`src/rtl/alu_pipe_if.sv`:
```
// Operand/result handshake bundle for alu_pipe: valid/ready in, valid/ready out, status flags.
interface alu_pipe_if #(
  parameter int WIDTH = 8,
  parameter int CNT_W = 16
);
  logic             in_valid;
  logic             in_ready;
  logic [WIDTH-1:0] a;
  logic [WIDTH-1:0] b;
  logic [2:0]       operator;
  logic             out_valid;
  logic             out_ready;
  logic [WIDTH-1:0] c;
  logic             carry;
  logic             zero;
  logic             ovf;
  logic [CNT_W-1:0] op_count;

  modport master (
    output in_valid, a, b, operator, out_ready,
    input  in_ready, out_valid, c, carry, zero, ovf, op_count
  );

  modport slave (
    input  in_valid, a, b, operator, out_ready,
    output in_ready, out_valid, c, carry, zero, ovf, op_count
  );
endinterface

```
`src/rtl/alu_pipe.sv`:
```
// 2-stage valid/ready ALU: S1 holds operands, S2 holds result+flags; 2-cycle latency, a stall fills S1 then drops in_ready.
// Define ALU_SAT_EN for signed saturation of ADD/SUB on overflow (default: wrap).
module alu_pipe #(
  parameter int WIDTH = 8,
  parameter int CNT_W = 16
) (
  input  logic      clk,
  input  logic      reset,
  alu_pipe_if.slave bus
);
  localparam int SH_W = $clog2(WIDTH);
  localparam int MSB  = WIDTH - 1;

  localparam logic [2:0] OP_ADD   = 3'd0;
  localparam logic [2:0] OP_SUB   = 3'd1;
  localparam logic [2:0] OP_AND   = 3'd2;
  localparam logic [2:0] OP_OR    = 3'd3;
  localparam logic [2:0] OP_XOR   = 3'd4;
  localparam logic [2:0] OP_SLL   = 3'd5;
  localparam logic [2:0] OP_SRL   = 3'd6;
  localparam logic [2:0] OP_PASSB = 3'd7;

  logic             r_s1_valid;
  logic [WIDTH-1:0] r_s1_a;
  logic [WIDTH-1:0] r_s1_b;
  logic [2:0]       r_s1_op;

  logic             r_s2_valid;
  logic [WIDTH-1:0] r_s2_c;
  logic             r_s2_carry;
  logic             r_s2_zero;
  logic             r_s2_ovf;

  logic [CNT_W-1:0] r_op_count;

  logic             w_adv1;
  logic             w_adv2;
  logic             w_accept;
  logic [WIDTH:0]   w_sum;
  logic [WIDTH:0]   w_diff;
  logic [SH_W-1:0]  w_sh;
  logic [WIDTH-1:0] w_c;
  logic [WIDTH-1:0] w_c_fin;
  logic             w_carry;
  logic             w_ovf;
  logic             w_zero;

  // S2 may advance whenever it is empty or being drained; S1 follows S2.
  assign w_adv2   = !r_s2_valid || bus.out_ready;
  assign w_adv1   = !r_s1_valid || w_adv2;
  assign w_accept = bus.in_valid && w_adv1;

  always_ff @(posedge clk or posedge reset) begin
    if (reset) begin
      r_s1_valid <= 1'b0;
      r_s1_a     <= '0;
      r_s1_b     <= '0;
      r_s1_op    <= OP_ADD;
    end else if (w_adv1) begin
      r_s1_valid <= bus.in_valid;
      if (bus.in_valid) begin
        r_s1_a  <= bus.a;
        r_s1_b  <= bus.b;
        r_s1_op <= bus.operator;
      end
    end
  end

  always_ff @(posedge clk or posedge reset) begin
    if (reset) begin
      r_op_count <= '0;
    end else if (w_accept) begin
      r_op_count <= r_op_count + 1'b1;
    end
  end

  assign w_sum  = {1'b0, r_s1_a} + {1'b0, r_s1_b};
  assign w_diff = {1'b0, r_s1_a} - {1'b0, r_s1_b};
  assign w_sh   = r_s1_b[SH_W-1:0];

  always_comb begin
    w_c     = '0;
    w_carry = 1'b0;
    w_ovf   = 1'b0;
    case (r_s1_op)
      OP_ADD: begin
        w_c     = w_sum[WIDTH-1:0];
        w_carry = w_sum[WIDTH];
        w_ovf   = (r_s1_a[MSB] == r_s1_b[MSB]) && (w_sum[MSB] != r_s1_a[MSB]);
      end
      OP_SUB: begin
        // The extra top bit of the unsigned difference is the borrow (a < b).
        w_c     = w_diff[WIDTH-1:0];
        w_carry = w_diff[WIDTH];
        w_ovf   = (r_s1_a[MSB] != r_s1_b[MSB]) && (w_diff[MSB] != r_s1_a[MSB]);
      end
      OP_AND:   w_c = r_s1_a & r_s1_b;
      OP_OR:    w_c = r_s1_a | r_s1_b;
      OP_XOR:   w_c = r_s1_a ^ r_s1_b;
      OP_SLL:   w_c = r_s1_a << w_sh;
      OP_SRL:   w_c = r_s1_a >> w_sh;
      OP_PASSB: w_c = r_s1_b;
      default:  w_c = '0;
    endcase
  end

`ifdef ALU_SAT_EN
  // On overflow the true result's sign is the sign of a for both ADD and SUB.
  assign w_c_fin = (w_ovf && r_s1_a[MSB]) ? {1'b1, {(WIDTH-1){1'b0}}} :
                   w_ovf                  ? {1'b0, {(WIDTH-1){1'b1}}} :
                                            w_c;
`else
  assign w_c_fin = w_c;
`endif

  assign w_zero = (w_c_fin == '0);

  always_ff @(posedge clk or posedge reset) begin
    if (reset) begin
      r_s2_valid <= 1'b0;
      r_s2_c     <= '0;
      r_s2_carry <= 1'b0;
      r_s2_zero  <= 1'b0;
      r_s2_ovf   <= 1'b0;
    end else if (w_adv2) begin
      r_s2_valid <= r_s1_valid;
      if (r_s1_valid) begin
        r_s2_c     <= w_c_fin;
        r_s2_carry <= w_carry;
        r_s2_zero  <= w_zero;
        r_s2_ovf   <= w_ovf;
      end
    end
  end

  assign bus.in_ready  = w_adv1;
  assign bus.out_valid = r_s2_valid;
  assign bus.c         = r_s2_c;
  assign bus.carry     = r_s2_carry;
  assign bus.zero      = r_s2_zero;
  assign bus.ovf       = r_s2_ovf;
  assign bus.op_count  = r_op_count;
endmodule

```
`src/flat_wrapper.sv`:
```
// flat-port wrapper written by rule: the top's interface ports become plain ports
module alu_pipe_flat 
#(
  parameter int WIDTH = 8,
  parameter int CNT_W = 16
)
  (clk, reset, bus_in_valid, bus_a, bus_b, bus_operator, bus_out_ready, bus_in_ready, bus_out_valid, bus_c, bus_carry, bus_zero, bus_ovf, bus_op_count);
  alu_pipe_if #(.WIDTH(WIDTH), .CNT_W(CNT_W)) bus_i ();
  input  logic clk;
  input  logic reset;
  input wire logic [$bits(bus_i.in_valid)-1:0] bus_in_valid;
  input wire logic [$bits(bus_i.a)-1:0] bus_a;
  input wire logic [$bits(bus_i.b)-1:0] bus_b;
  input wire logic [$bits(bus_i.operator)-1:0] bus_operator;
  input wire logic [$bits(bus_i.out_ready)-1:0] bus_out_ready;
  output wire logic [$bits(bus_i.in_ready)-1:0] bus_in_ready;
  output wire logic [$bits(bus_i.out_valid)-1:0] bus_out_valid;
  output wire logic [$bits(bus_i.c)-1:0] bus_c;
  output wire logic [$bits(bus_i.carry)-1:0] bus_carry;
  output wire logic [$bits(bus_i.zero)-1:0] bus_zero;
  output wire logic [$bits(bus_i.ovf)-1:0] bus_ovf;
  output wire logic [$bits(bus_i.op_count)-1:0] bus_op_count;
  assign bus_i.in_valid = bus_in_valid;
  assign bus_i.a = bus_a;
  assign bus_i.b = bus_b;
  assign bus_i.operator = bus_operator;
  assign bus_i.out_ready = bus_out_ready;
  assign bus_in_ready = bus_i.in_ready;
  assign bus_out_valid = bus_i.out_valid;
  assign bus_c = bus_i.c;
  assign bus_carry = bus_i.carry;
  assign bus_zero = bus_i.zero;
  assign bus_ovf = bus_i.ovf;
  assign bus_op_count = bus_i.op_count;
  alu_pipe #(.WIDTH(WIDTH), .CNT_W(CNT_W)) u_core (.clk(clk), .reset(reset), .bus(bus_i));
endmodule
```
`config.mk`:
```
export PLATFORM = sky130hd
export DESIGN_NAME = alu_pipe_flat
export DESIGN_NICKNAME = d
export VERILOG_FILES = /design/src/rtl/alu_pipe_if.sv /design/src/rtl/alu_pipe.sv /design/src/flat_wrapper.sv
export SDC_FILE = /design/constraint.sdc
export NUM_CORES = 1
export LEC_CHECK = 0
export ABC_AREA = 1
export CORE_MARGIN = 2
export CORE_UTILIZATION = 45
export CTS_CLUSTER_SIZE = 10
export DETAILED_ROUTE_END_ITERATION = 7
export PLACE_DENSITY = 0.68
export REMOVE_ABC_BUFFERS = 1
export SLEW_MARGIN = 25
export SYNTH_ARGS = -nofsm -noshare
export SYNTH_HDL_FRONTEND = slang
export SYNTH_SLANG_ARGS = --single-unit
export TNS_END_PERCENT = 10
```
`constraint.sdc`:
```
create_clock -name clk -period 3.2 [get_ports clk]
set_clock_uncertainty 0.15 [all_clocks]
set_input_delay 0.48 -clock clk [delete_from_list [all_inputs] [get_ports clk]]
set_output_delay 0.48 -clock clk [all_outputs]
set_load 0.1 [all_outputs]
```
### Word level (Yosys, flattened, before mapping)

Index checks and enable logic that the tools add are counted.

| operators by class | value |
|---|---|
| add/subtract/negate cells | 3 |
| eq/ne operators | 11 |
| shift operators | 2 |
| multiplexer cells | 3 |
| bitwise gates (word level) | 3 |
| reduce and logical (&&, ||, !) cells | 11 |

Operators with widths:

| cell | count |
|---|---|
| 8-bit one-hot mux with 8 select lines | 1 |
| 16-bit by 1-bit adder with 16-bit output (second input constant) | 1 |
| 3-bit == test (second input constant) | 4 |
| 8-bit by 8-bit adder with 9-bit output | 1 |
| 8-bit by 8-bit subtractor with 9-bit output | 1 |
| 8-bit AND | 1 |
| 8-bit logical NOT | 1 |
| 8-bit OR | 1 |
| 8-bit by 3-bit left shift with 8-bit output | 1 |
| 8-bit by 3-bit >> shifter with 8-bit output | 1 |
| 8-bit XOR | 1 |
| 3-bit by 2-bit == test with 1-bit output (second input constant) | 2 |
| 1-bit one-hot mux with 2 select lines | 2 |
| 2-bit AND reduction | 2 |
| 3-bit by 1-bit == test with 1-bit output (second input constant) | 1 |
| 1-bit logical AND | 3 |
| 3-bit logical NOT | 1 |
| 1-bit != test | 3 |
| 1-bit logical NOT | 2 |
| 1-bit logical OR | 2 |
| 1-bit == test | 1 |

| storage, ports and cells | value |
|---|---|
| register bits | 48 |
| input bits | 23 |
| output and inout port bits | 29 |
| word-level logic and storage cells | 43 |

### Logic depth before layout (Yosys ltp)

| logic depth | value |
|---|---|
| depth in word-level cells | 4 |
| mapped depth | 15 |
| depth with buffers taken out | 13 |

### Worst setup path before layout

OpenSTA, ideal clock, no wires.

| path | value |
|---|---|
| path kind | register to register |
| start | register u_core.r_s2_valid (netlist: u_core.bus.out_valid) |
| end | register u_core.r_s1_a[0] |
| library setup time | 0.130 ns |
| arrival time | 2.270 ns |
| required time | 2.920 ns |
| slack | 0.649 ns |
| cell stages (with the launch flop) | 8 |
| clock period less this slack | 2.551 ns |
| cells stage by stage | dfrtp_1 > nand3_4 > nand2_4 > inv_1 > clkbuf_1 > buf_2 > nand2_1 > o21ai_0 |

| on the way | value |
|---|---|
| cells in the longest elaborated chain, start to end | 4 |

Ends and longest elaborated chain:

| what | RTL line | source |
|---|---|---|
| from (decl) | alu_pipe.sv:28 | `logic r_s2_valid;` |
| from (signal assigned) | alu_pipe.sv:126 | `r_s2_valid <= r_s1_valid;` |
| 1-bit logical NOT | alu_pipe.sv:49 | `assign w_adv2 = !r_s2_valid \|\| bus.out_ready;` |
| 1-bit logical OR | alu_pipe.sv:49 |  |
| 1-bit logical OR | alu_pipe.sv:50 | `assign w_adv1 = !r_s1_valid \|\| w_adv2;` |
| via bus_in_ready | flat_wrapper.sv:16 | `output wire logic [$bits(bus_i.in_ready)-1:0] bus_in_ready;` |
| 2-bit AND reduction (no line) | - |  |
| to (signal assigned) | alu_pipe.sv:62 | `r_s1_a <= bus.a;` |
| to (decl) | alu_pipe.sv:24 | `logic [WIDTH-1:0] r_s1_a;` |

The timed path passes the listed nets, and every way through them passes these cells.
A chain may end at the register's enable or synchronous reset.

### Final worst setup path

| path | value |
|---|---|
| start | register u_core.r_s1_a[4] |
| end | register u_core.r_s2_zero (netlist: u_core.bus.zero) |

| on the way | value |
|---|---|
| cells in the longest elaborated chain, start to end | 3 |

Ends and longest elaborated chain:

| what | RTL line | source |
|---|---|---|
| 8-bit by 8-bit subtractor with 9-bit output (tied with other cells) | alu_pipe.sv:78 | `assign w_diff = {1'b0, r_s1_a} - {1'b0, r_s1_b};` |
| 8-bit one-hot mux with 8 select lines * | alu_pipe.sv:85 | `case (r_s1_op)` |
| 8-bit logical NOT * | alu_pipe.sv:116 | `assign w_zero = (w_c_fin == '0);` |
| to (signal assigned) | alu_pipe.sv:130 | `r_s2_zero <= w_zero;` |
| to (decl) | alu_pipe.sv:31 | `logic r_s2_zero;` |

Mark *: on every way between the ends. The rest lies on a longest branch, timed or not.

==> results.tsv <==
stage	metric	value	unit
cts	Clock Path Buffers	2	
die	width of the chip	94.6	um
cts	CTS tree	done	
critical_path	CP cell instances	inv_1 > ha_1 > inv_1 > nand2_1 > nand2_1 > a21oi_1 > nand2_1 > nand2_1 > nand3_1 > nand2_1 > nand2_1 > nand3_1 > o21bai_1	
critical_path	FF-to-FF Start	u_core.r_s1_a[4]$_DFFE_PP0P_	
drt	Remaining DRCs	0	
synth	#FFs+latches synth	48	
drt	DR WL/cell	14.9	um
die	Initial Utilization	0.457	
power_and_ir_drop	Max IR drop VDD	0.680	mV
power_and_ir_drop	P_leak	2.26	nW
cts	H-tree lvl count	2	
status	status	finished clean	
min_path	Worst Hold Path EP	u_core.bus.op_count[15]$_DFFE_PP0P_	
critical_path	CP max-delay cell	dfrtp_1	
drt	DRT Pass-1 Iters	5	
placement	Buffers on Ports	51	
synth	Ys Warns	0	
timing	RSZ-0062 raised after global routing	false	
critical_path	Worst EP required	3250	ps
job	Max Cap Viol	0	
min_path	Hold Path Origin	u_core.bus.op_count[15]$_DFFE_PP0P_	
critical_path	CP max FO	8	
critical_path	crit path DAT	2620	ps
critical_path	Crit. End Element	register	
finish	Final Cell Area	4310	um2
critical_path	worst r2r path cells	13	
critical_path	Worst path max stage delay	510	ps
die	io pins	52	
synth	number of synthesized flops with an enable pin	0	
power_and_ir_drop	Pwr per Cell Area	788	nW/um2
synth	most common cell in the netlist	nand2_1	
cts	cts hold-fix bufs	0	
drt	routed vias	3697	
die	Core ar.	8090	um2
synth	Yosys top cell area share	0.325	
global_routing	largest net degree at the start of global routing	36	
finish	diode count	0	
cts	CTS root buf	clkbuf_8	
finish	Layout area overhead	16.4	%
placement	Detailed Place HPWL	7870	um
critical_path	Crit path top cell by count	nand2_1	
drt	Routed Antenna Nets	0	
timing	fmax	0.389	GHz
global_routing	total gr overflow	0	
finish	share of cells above drive strength 1	0.0869	
placement	DP Cell Count	684	
synth	post-synthesis average cell area	6.83	um2
timing	setup TNS	0	ps
timing	Slew @ Worst Pin	720	ps
critical_path	Crit Reg-Reg Endpoint	u_core.bus.zero$_DFFE_PP0P_	
critical_path	Critical Path Start Type	register	
synth	Post-synth top flop	dfrtp_1	
cts	worst skew pair latency	310	ps
finish	non-filler cells, final	692	
global_routing	initial antenna violation count	0	
finish	nets@finish	637	
synth	Post-synth ARST share	1.00	
die	die height	94.6	um
critical_path	kind of critical path	reg2reg	
cts	post_cts resized	0	
die	FP Rows	33	
synth	Syn Inst Count	541	
min_path	Worst Hold Depth	1	
global_routing	total track usage	0.249	
synth	number of distinct library cells after synthesis	28	
global_routing	first-pass GRT wire length	17500	um
timing	Final Hold Viols	0	
critical_path	r2r setup slk	630	ps
drt	final wirelength	10300	um
synth	commonest cells in the netlist	149 x nand2_1, 87 x nand3_1, 67 x inv_1	
min_path	Hold Path Class	reg2reg	
drt	via/cell ratio	5.34	
power_and_ir_drop	Pwr Total	0.00339	W
timing	min cycle time layout	2570	ps
global_routing	vias in the first global route	3547	
timing	period utilization	0.803	
timing	Rel. slew slack	0.518	
cts	Clock transition at path regs	100	ps
cts	Clock Sinks	48	
placement	final RePlAce weighted congestion	0.997	
timing	fin. max-slew vios	0	
cts	cts bufs inserted	5	
drt	initial DRC count	473	
synth	post-synth design cell area	3700	um2
timing	Setup Viol. Count Final	0	
synth	cell taking the most area after synthesis	dfrtp_1	
synth	sequential element share of the synthesized area	0.325	
finish	Final Util	0.532	
placement	post-detailed-placement cell area	4210	um2
synth	top cells by area, synth	dfrtp_1 32%, nand2_1 15%, nand3_1 12%, ha_1 8.8%, inv_1 6.8%	
die	Die ar.	8960	um2
cts	Setup Buffers After CTS	0	
-- power by group --
part | internal (W) | total (W) | switching (W)
Clock | 0.000177 | 0.000397 | 0.000219
Sequential | 0.000761 | 0.000947 | 0.000185
Combinational | 0.000482 | 0.00205 | 0.00157
-- per-stage QoR --
step                      worst slack, ps  hold slack [ps]
final                                 631              334
after global routing                  388              348
after CTS                             704              339
after detailed placement              716              321
after global placement                754              318
after floorplan                       107              361
-- worst max-delay path by stage --
stage                                startpoint                             endpoint  slack, ps  cells past startpoint
2_1_floorplan  u_core.bus.out_valid$_DFFE_PP0P_  u_core.bus.op_count[15]$_DFFE_PP0P_        110                      9
3_3_place_gp       u_core.r_s1_b[2]$_DFFE_PP0P_          u_core.bus.zero$_DFFE_PP0P_        750                     13
3_5_place_dp       u_core.r_s1_b[2]$_DFFE_PP0P_          u_core.bus.zero$_DFFE_PP0P_        720                     13
4_1_cts            u_core.r_s1_b[2]$_DFFE_PP0P_          u_core.bus.zero$_DFFE_PP0P_        700                     13
5_1_grt            u_core.r_s1_b[1]$_DFFE_PP0P_          u_core.bus.zero$_DFFE_PP0P_        390                     13
6_report           u_core.r_s1_a[4]$_DFFE_PP0P_          u_core.bus.zero$_DFFE_PP0P_        630                     13
-- area by class of cell --
class / instances / area, um2
clock buffers: 6 / 82.6
well taps: 105 / 131
flip-flops and latches: 48 / 1200
inverters: 70 / 263
fillers: 824 / 3790
multi-input cells: 406 / 2150
clock inverters: 2 / 13.8
repair buffers: 55 / 468
-- routing by layer --
layer  global-route usage  up-vias  routed length (um)
met5                    0        -                   0
met4               0.0785        0                 153
met3               0.0407       20                 853
met2                0.377      176                4540
met1                0.362     1677                4770
li1                     -     1824                   -
-- cells in the final DEF (no fill, tap or decap), types with 2 or more instances in the layout --
cell             synthesis  layout
nand2_1                149     149
nand3_1                 87      87
inv_1                   67      66
nor2_1                  49      49
dfrtp_1                 48      48
buf_4                    3      33
o21ai_0                 32      32
ha_1                    26      26
clkdlybuf4s50_1          0      22
nand4_1                 15      15
xor2_1                  12      12
a21oi_1                 12      12
xnor2_1                  7       7
clkbuf_8                 0       6
inv_2                    3       4
nand3b_1                 3       3
nor3_2                   2       2
or2_2                    2       2
a31oi_1                  2       2
fa_1                     2       2
-- logic make-up after synthesis --
logic type               after synthesis  synth area share
AND/OR/NAND/NOR                      312             0.372
buffers and inverters                 87            0.0948
flip-flops                            48             0.325
AO/OA/AOI/OAI                         47            0.0650
adder cells (fa/ha/maj)               28            0.0988
XOR/XNOR                              19            0.0450
-- state kept, by name (all words and copies together) (netlist names) --
register              flops
u_core.r_s1_a             8
u_core.bus.zero           1
u_core.bus.op_count      16
u_core.bus.out_valid      1
u_core.bus.c              8
u_core.bus.ovf            1
u_core.bus.carry          1
u_core.r_s1_valid         1
u_core.r_s1_op            3
u_core.r_s1_b             8
-- worst max-delay path: cells and delay by family, from the launching register on --
kind | cells | cell delay (ps)
AO/OA/AOI/OAI | 2 | 380
AND/OR/NAND/NOR | 8 | 680
adder cells (fa/ha/maj) | 1 | 470
flip-flops | 1 | 510
buffers and inverters | 2 | 280
(Power assumes the default switching activity.)
